--- src/rtl/piso_serializer_pkg.sv ---
// rtl/piso_serializer_pkg.sv - shared state encoding and counter sizing for the serializer
package piso_serializer_pkg;

    typedef enum logic [1:0] {
        ST_IDLE  = 2'd0,
        ST_SHIFT = 2'd1,
        ST_GAP   = 2'd2
    } state_t;

    localparam int GAP_CNT_W = 4;

    function automatic int CNT_W(input int width);
        return (width < 2) ? 1 : $clog2(width);
    endfunction

endpackage

--- src/rtl/piso_shift_reg.sv ---
// rtl/piso_shift_reg.sv - parallel-load shift register with fixed direction and serial tap
module piso_shift_reg #(
    parameter int WIDTH     = 8,
    parameter int MSB_FIRST = 1
) (
    input  logic             clk,
    input  logic             rst_n,
    input  logic             i_load,
    input  logic             i_shift,
    input  logic [WIDTH-1:0] i_data,
    output logic             o_tap
);

    logic [WIDTH-1:0] r_data;

    // Zero fill means the register is empty once the last bit has been shifted past the tap.
    always_ff @(posedge clk or negedge rst_n) begin
        if (!rst_n) begin
            r_data <= '0;
        end else if (i_load) begin
            r_data <= i_data;
        end else if (i_shift) begin
            if (MSB_FIRST != 0) begin
                r_data <= {r_data[WIDTH-2:0], 1'b0};
            end else begin
                r_data <= {1'b0, r_data[WIDTH-1:1]};
            end
        end
    end

    assign o_tap = (MSB_FIRST != 0) ? r_data[WIDTH-1] : r_data[0];

endmodule

--- src/rtl/piso_serializer.sv ---
// rtl/piso_serializer.sv - valid/ready word intake, serial bit output with frame strobes and gap
module piso_serializer
    import piso_serializer_pkg::*;
#(
    parameter int WIDTH      = 8,
    parameter int MSB_FIRST  = 1,
    parameter int GAP_CYCLES = 0
) (
    input  logic             clk,
    input  logic             reset,
    input  logic             load_valid,
    input  logic [WIDTH-1:0] load_data,
    output logic             load_ready,
    output logic             ser_out,
    output logic             ser_valid,
    output logic             frame_start,
    output logic             frame_end,
    output logic             busy
);

    localparam int CW = CNT_W(WIDTH);
    localparam logic [CW-1:0]        LAST_BIT = CW'(WIDTH - 1);
    localparam logic [GAP_CNT_W-1:0] LAST_GAP = GAP_CNT_W'((GAP_CYCLES > 0) ? GAP_CYCLES - 1 : 0);

    state_t                 r_state;
    logic [CW-1:0]          r_bit_cnt;
    logic [GAP_CNT_W-1:0]   r_gap_cnt;
    logic                   r_ser_valid;
    logic                   r_frame_start;
    logic                   r_frame_end;

    logic                   w_last;
    logic                   w_xfer;
    logic                   w_shift;
    logic                   w_tap;
    logic [CW-1:0]          w_cnt_next;

    assign w_last     = (r_state == ST_SHIFT) && (r_bit_cnt == LAST_BIT);
    assign load_ready = (r_state == ST_IDLE) || ((GAP_CYCLES == 0) && w_last);
    assign w_xfer     = load_valid && load_ready;
    assign w_shift    = (r_state == ST_SHIFT);
    assign w_cnt_next = r_bit_cnt + CW'(1);

    piso_shift_reg #(
        .WIDTH     (WIDTH),
        .MSB_FIRST (MSB_FIRST)
    ) u_shift_reg (
        .clk     (clk),
        .rst_n   (reset),
        .i_load  (w_xfer),
        .i_shift (w_shift),
        .i_data  (load_data),
        .o_tap   (w_tap)
    );

    always_ff @(posedge clk or negedge reset) begin
        if (!reset) begin
            r_state       <= ST_IDLE;
            r_bit_cnt     <= '0;
            r_gap_cnt     <= '0;
            r_ser_valid   <= 1'b0;
            r_frame_start <= 1'b0;
            r_frame_end   <= 1'b0;
        end else begin
            case (r_state)
                ST_IDLE: begin
                    r_bit_cnt     <= '0;
                    r_gap_cnt     <= '0;
                    r_frame_end   <= 1'b0;
                    if (w_xfer) begin
                        r_state       <= ST_SHIFT;
                        r_ser_valid   <= 1'b1;
                        r_frame_start <= 1'b1;
                    end else begin
                        r_ser_valid   <= 1'b0;
                        r_frame_start <= 1'b0;
                    end
                end
                ST_SHIFT: begin
                    if (!w_last) begin
                        r_bit_cnt     <= w_cnt_next;
                        r_ser_valid   <= 1'b1;
                        r_frame_start <= 1'b0;
                        r_frame_end   <= (w_cnt_next == LAST_BIT);
                    end else if (GAP_CYCLES > 0) begin
                        r_state       <= ST_GAP;
                        r_bit_cnt     <= '0;
                        r_gap_cnt     <= '0;
                        r_ser_valid   <= 1'b0;
                        r_frame_start <= 1'b0;
                        r_frame_end   <= 1'b0;
                    end else if (w_xfer) begin
                        // Back-to-back reload: the next cycle already carries the new first bit.
                        r_bit_cnt     <= '0;
                        r_ser_valid   <= 1'b1;
                        r_frame_start <= 1'b1;
                        r_frame_end   <= 1'b0;
                    end else begin
                        r_state       <= ST_IDLE;
                        r_bit_cnt     <= '0;
                        r_ser_valid   <= 1'b0;
                        r_frame_start <= 1'b0;
                        r_frame_end   <= 1'b0;
                    end
                end
                ST_GAP: begin
                    r_ser_valid   <= 1'b0;
                    r_frame_start <= 1'b0;
                    r_frame_end   <= 1'b0;
                    if (r_gap_cnt == LAST_GAP) begin
                        r_state   <= ST_IDLE;
                        r_gap_cnt <= '0;
                    end else begin
                        r_gap_cnt <= r_gap_cnt + 4'd1;
                    end
                end
                default: begin
                    r_state       <= ST_IDLE;
                    r_bit_cnt     <= '0;
                    r_gap_cnt     <= '0;
                    r_ser_valid   <= 1'b0;
                    r_frame_start <= 1'b0;
                    r_frame_end   <= 1'b0;
                end
            endcase
        end
    end

    assign ser_out     = w_tap & r_ser_valid;
    assign ser_valid   = r_ser_valid;
    assign frame_start = r_frame_start;
    assign frame_end   = r_frame_end;
    assign busy        = (r_state != ST_IDLE);

endmodule

--- config.mk ---
export PLATFORM = sky130hd
export DESIGN_NAME = piso_serializer
export DESIGN_NICKNAME = d
export VERILOG_FILES = /design/src/rtl/piso_serializer_pkg.sv /design/src/rtl/piso_shift_reg.sv /design/src/rtl/piso_serializer.sv
export SDC_FILE = /design/constraint.sdc
export NUM_CORES = 1
export LEC_CHECK = 0
export ABC_AREA = 1
export BUFFER_PORTS_ARGS = -buffer_cell sky130_fd_sc_hd__buf_2
export CAP_MARGIN = 20
export CORE_MARGIN = 2
export CORE_UTILIZATION = 45
export DETAILED_ROUTE_END_ITERATION = 16
export PLACE_DENSITY_LB_ADDON = 0.25
export SYNTH_ARGS = -nofsm -noshare
export SYNTH_HDL_FRONTEND = slang
export SYNTH_SLANG_ARGS = --single-unit
--- constraint.sdc ---
create_clock -name clk -period 2.2 [get_ports clk]
set_clock_uncertainty 0.15 [all_clocks]
set_input_delay 0.44 -clock clk [delete_from_list [all_inputs] [get_ports clk]]
set_output_delay 0.44 -clock clk [all_outputs]
set_load 0.02 [all_outputs]
# Yosys cells after proc, flatten, opt, wreduce, memory -nomap -nowiden
# Cells that the tools add are included.
[classes]
add_sub_neg = 2
n_eq_ne = 8
order_cmp = 0
mul = 0
n_div = 0
muxes = 18
n_bitwise = 1
reduce_logical = 8
shift = 0
[ops]
columns = ["operator", "n"]
rows = [
  ["8-bit 2-to-1 mux", 2],
  ["2-bit 2-to-1 mux", 4],
  ["4-bit one-hot mux with 2 select lines", 1],
  ["3-bit equality test (second input constant)", 2],
  ["2-bit inequality test (second input constant)", 3],
  ["2-bit one-hot mux with 3 select lines", 1],
  ["3-bit one-hot mux with 2 select lines", 1],
  ["1-bit 2-to-1 mux", 5],
  ["4-bit by 1-bit adder with 4-bit output (second input constant)", 1],
  ["4-bit zero test", 1],
  ["4-bit 2-to-1 mux", 1],
  ["1-bit one-hot mux with 2 select lines", 2],
  ["4-bit AND reduction", 1],
  ["2-bit nonzero test", 2],
  ["3-bit by 1-bit adder with 3-bit output (second input constant)", 1],
  ["3-bit 2-to-1 mux", 1],
  ["2-bit by 1-bit equality test with 1-bit output (second input constant)", 1],
  ["2-bit equality test (second input constant)", 1],
  ["1-bit logical AND", 2],
  ["2-bit zero test", 1],
  ["2-bit by 1-bit inequality test with 1-bit output (second input constant)", 1],
  ["1-bit AND", 1],
  ["1-bit logical OR", 1],
]
[word_totals]
in_bits = 11
latch_bits = 0
rom_bits = 0
regBits = 20
output_inout_bits = 6
mem_bits_rw = 0
memories = 0

# Logic depth before layout (Yosys ltp)
[depth]
ltp_word = 7
mapped_depth = 8
mapped_depth_nobuf = 8

# By module
# A second synthesis with hierarchy kept.
[hier_totals]
cells_unflattened = 69
area_unflattened_um2 = 655.6
[modules_own_cells]
columns = ["mod", "cells_per_inst", "n_inst", "area_each_um2"]
rows = [
  ["piso_shift_reg", 43, 1, 376.6],
  ["piso_serializer", 26, 1, 279.0],
]

# Least setup slack after synthesis
# No wires, ideal clock.
[synth_path]
path_type = "register to output"
start = "register r_bit_cnt[0]"
end = "output load_ready"
stages_incl_launch_ff = 6
n_path_buf = 1
required_time_ns = 1.610
setup_slack_ns = 0.569
arrival_ns = 1.041
cell_sequence = "dfrtp_1 -> ha_1 -> ha_1 -> inv_1 -> nand2_4 -> buf_6"
[synth_via]
elab_chain_len = 3
[synth_lines]
columns = ["item", "line", "source"]
rows = [
  ["start: declaration", "piso_serializer.sv:26", "logic [CW-1:0] r_bit_cnt;"],
  ["start signal: assignment", "piso_serializer.sv:81", "r_bit_cnt <= w_cnt_next;"],
  ["3-bit equality test", "piso_serializer.sv:38", "assign w_last = (r_state == ST_SHIFT) && (r_bit_cnt == LAST_BIT);"],
  ["1-bit logical AND", "piso_serializer.sv:38", ""],
  ["1-bit logical OR", "piso_serializer.sv:39", "assign load_ready = (r_state == ST_IDLE) || ((GAP_CYCLES == 0) && w_last);"],
  ["end: declaration", "piso_serializer.sv:13", "output logic load_ready,"],
]
# No other way between the ends.

# Final worst setup path
# Same ends and word-level chain as after synthesis.

==> out/qor.csv <==
metric,value,unit
crit path DAT,1470,ps
final wirelength,1.28,mm
CP Depth,5,
Final Hold Vio Count,0,
crit path max fanout,14,
"delay-heaviest family, CP",flip-flops,
Syn Nets,96,
status,"finished, final reports clean",
Synth area leaders,"dfrtp_1, nand2_1, nand3_1",
Yosys top cell area share,0.516,
leakage,0.467,nW
first-pass GRT wire length,2.21,mm
f_max,486,MHz
via count,556,
Final GP Congestion,0.732,
first drt pass iteration count,4,
Root Buffer,clkbuf_4,
Initial Utilization,0.483,
Reg area,375,sq um
Total GRT Usage,0.158,
Max H-tree Level,1,
"Slew Viols, Final",0,
Layout Nets,115,
final worst setup slack,142,ps
Setup WS pre-CTS,459,ps
r2r setup slk,650,ps
ANT nets after route,0,
hold depth,3,
Critical R2R Launch,r_bit_cnt[0],
post-synth top area cell,dfrtp_1,
Post-DP HPWL,889,um
Overflow after GRT,0,
synth warn,0,
CP Capture Type,primary output,
FP Rows,14,
cts bufs inserted,3,
reg2reg end,u_shift_reg.r_data[0],
setup_tns,0,ps
CP Cell Sequence,"ha_1, ha_1, inv_1, nand2_4, buf_2",
Cells after Synth,82,
vias in the first global route,514,
synth-to-layout area growth,14.3,%
DIE HEIGHT,44.2,um
period utilisation layout,0.935,
Crit path buffers/inverters,2,
clk sink count,15,
max cap viols,0,
sequential cell area fraction in the yosys report,0.516,
vias per cell,4.79,
# diodes,0,
worst-skew pair later-pin latency,290,ps
largest stage delay on the critical path,410,ps
VDD IR-drop max,0.640,mV
clk buf depth,2,
post-route minimum period,2060,ps
largest net degree at the start of global routing,16,
PD cells,1190,mW/mm^2
Util after Layout,0.551,
Slew HR,0.776,
mapped cell area,727,sq um
Die Footprint,0.00195,sq mm
routed len/inst,11.1,um
Hold Crit Start,load_data[0],
CTS tree,built,
CORE AREA,0.00151,sq mm
Hold Path Class,in -> reg,
drt drc,0,
RSZ-0062 raised after global routing,no,
kind of critical path,reg -> out,
Port-buffer cells,16,
synthesis-stage register bit count,15,
synthesized area per cell,8.87,sq um
transition time of the tightest slew-check pin,337,ps
most frequent CP cell,ha_1,
Layout fillers,153,
Finished Layout Cells,116,
"Slowest-stage cell, CP",dfrtp_1,
multi-input logic area,269,sq um
Worst Hold Path EP,u_shift_reg.r_data[0],
placed cells,111,
Horiz. Die Dim,44.2,um
share of cells above drive strength 1,0.240,
Critical Path Start Type,flip-flop,
initial DRC count,8,
"Req. time, crit path",1610,ps
Boundary Pins,17,
initial antenna violation count,0,
unique cell type count in the Yosys netlist,11,
clk slew on worst S/H paths,90,ps
R2R cell count,8,
# setup viols final,0,
[worst register-to-register path, delay by kind of cell, from the launching register on]
kind                       cells  cell delay [ps]
DFF                            1              410
and+or+nand+nor                4              360
adders and majority gates      2              370
buffers and inverters          2              140
[kinds of logic (layout without fill, tap and decap cells)]
family,count (synthesis),after routing,synth area share
simple gates,46,46,0.305
buf+inv,16,34,0.114
flops,15,15,0.516
fa+ha+maj,3,3,0.0516
compound gates,2,2,0.0138
[synth_stat cells]
master and n:
nor3b_2 1, nor2_1 9, buf_6 3, nand2_4 2
nand3_1 14, o21ai_1 2, ha_1 3, inv_1 13
nor2_4 1, nand2_1 19, dfrtp_1 15
[timing repair]
item                                   4_1_cts  5_1_grt
endpoints found under the hold margin       15        0
buffers inserted                             0        0
hold buffers                                 1        0
resized for setup                            0        0
[cell usage in the layout (no fill, tap or decap), types with 2 or more instances in the layout]
| cell | netlist | layout |
|---|---|---|
| buf_2 | 0 | 16 |
| nand2_1 | 19 | 19 |
| clkbuf_4 | 0 | 3 |
| nor2_1 | 9 | 9 |
| dfrtp_1 | 15 | 15 |
| nand2_4 | 2 | 2 |
| inv_1 | 13 | 13 |
| nand3_1 | 14 | 14 |
| o21ai_1 | 2 | 2 |
| ha_1 | 3 | 3 |
[stage by stage]
step | area, sq um | total power [mW] | hold slack [ps]
final | 831 | 0.992 | 205
after global routing | 831 | 1.08 | 234
after CTS | 831 | 1.01 | 193
after detailed placement | 793 | 0.847 | 214
after global placement | 793 | 0.836 | 217
after floorplan | 727 | 0.767 | -5.59
[flip-flops by register name, summed over array words and instances (netlist names)]
name	cells
u_shift_reg.r_data	8
frame_end	1
frame_start	1
r_state	1
ser_valid	1
r_bit_cnt	3
[report_power, final]
group / total, mW / leakage [nW] / internal, mW / switching [mW]
clock network: 0.157 / 0.0177 / 0.0675 / 0.0892
logic: 0.383 / 0.258 / 0.134 / 0.248
registers: 0.453 / 0.191 / 0.382 / 0.0703
[metal layers]
metal / vias to the layer above / routed length, um / track usage
li1: 287 / - / -
met1: 253 / 573 / 0.223
met2: 12 / 632 / 0.229
met3: 4 / 58 / 0.0245
met4: 0 / 18 / 0.0909
met5: - / 0 / 0
[how the worst max path moves through the flow]
stage | from | endpoint | slack (ps)
3_3_place_gp | r_bit_cnt[0] | load_ready | 480
5_1_grt | r_bit_cnt[0] | load_ready | 70
4_1_cts | r_bit_cnt[0] | load_ready | 130
2_1_floorplan | r_bit_cnt[0] | load_ready | 570
6_report | r_bit_cnt[0] | load_ready | 140
3_5_place_dp | r_bit_cnt[0] | load_ready | 460
[area by class of cell]
cell class / count / area share
Inverter: 13 / 0.0587
Multi-Input combinational cell: 51 / 0.324
Tap cell: 16 / 0.0241
Clock buffer: 3 / 0.0271
Timing Repair Buffer: 17 / 0.108
Sequential cell: 15 / 0.452
Clock inverter: 1 / 0.00602
Power figures use the tool's default switching activity.
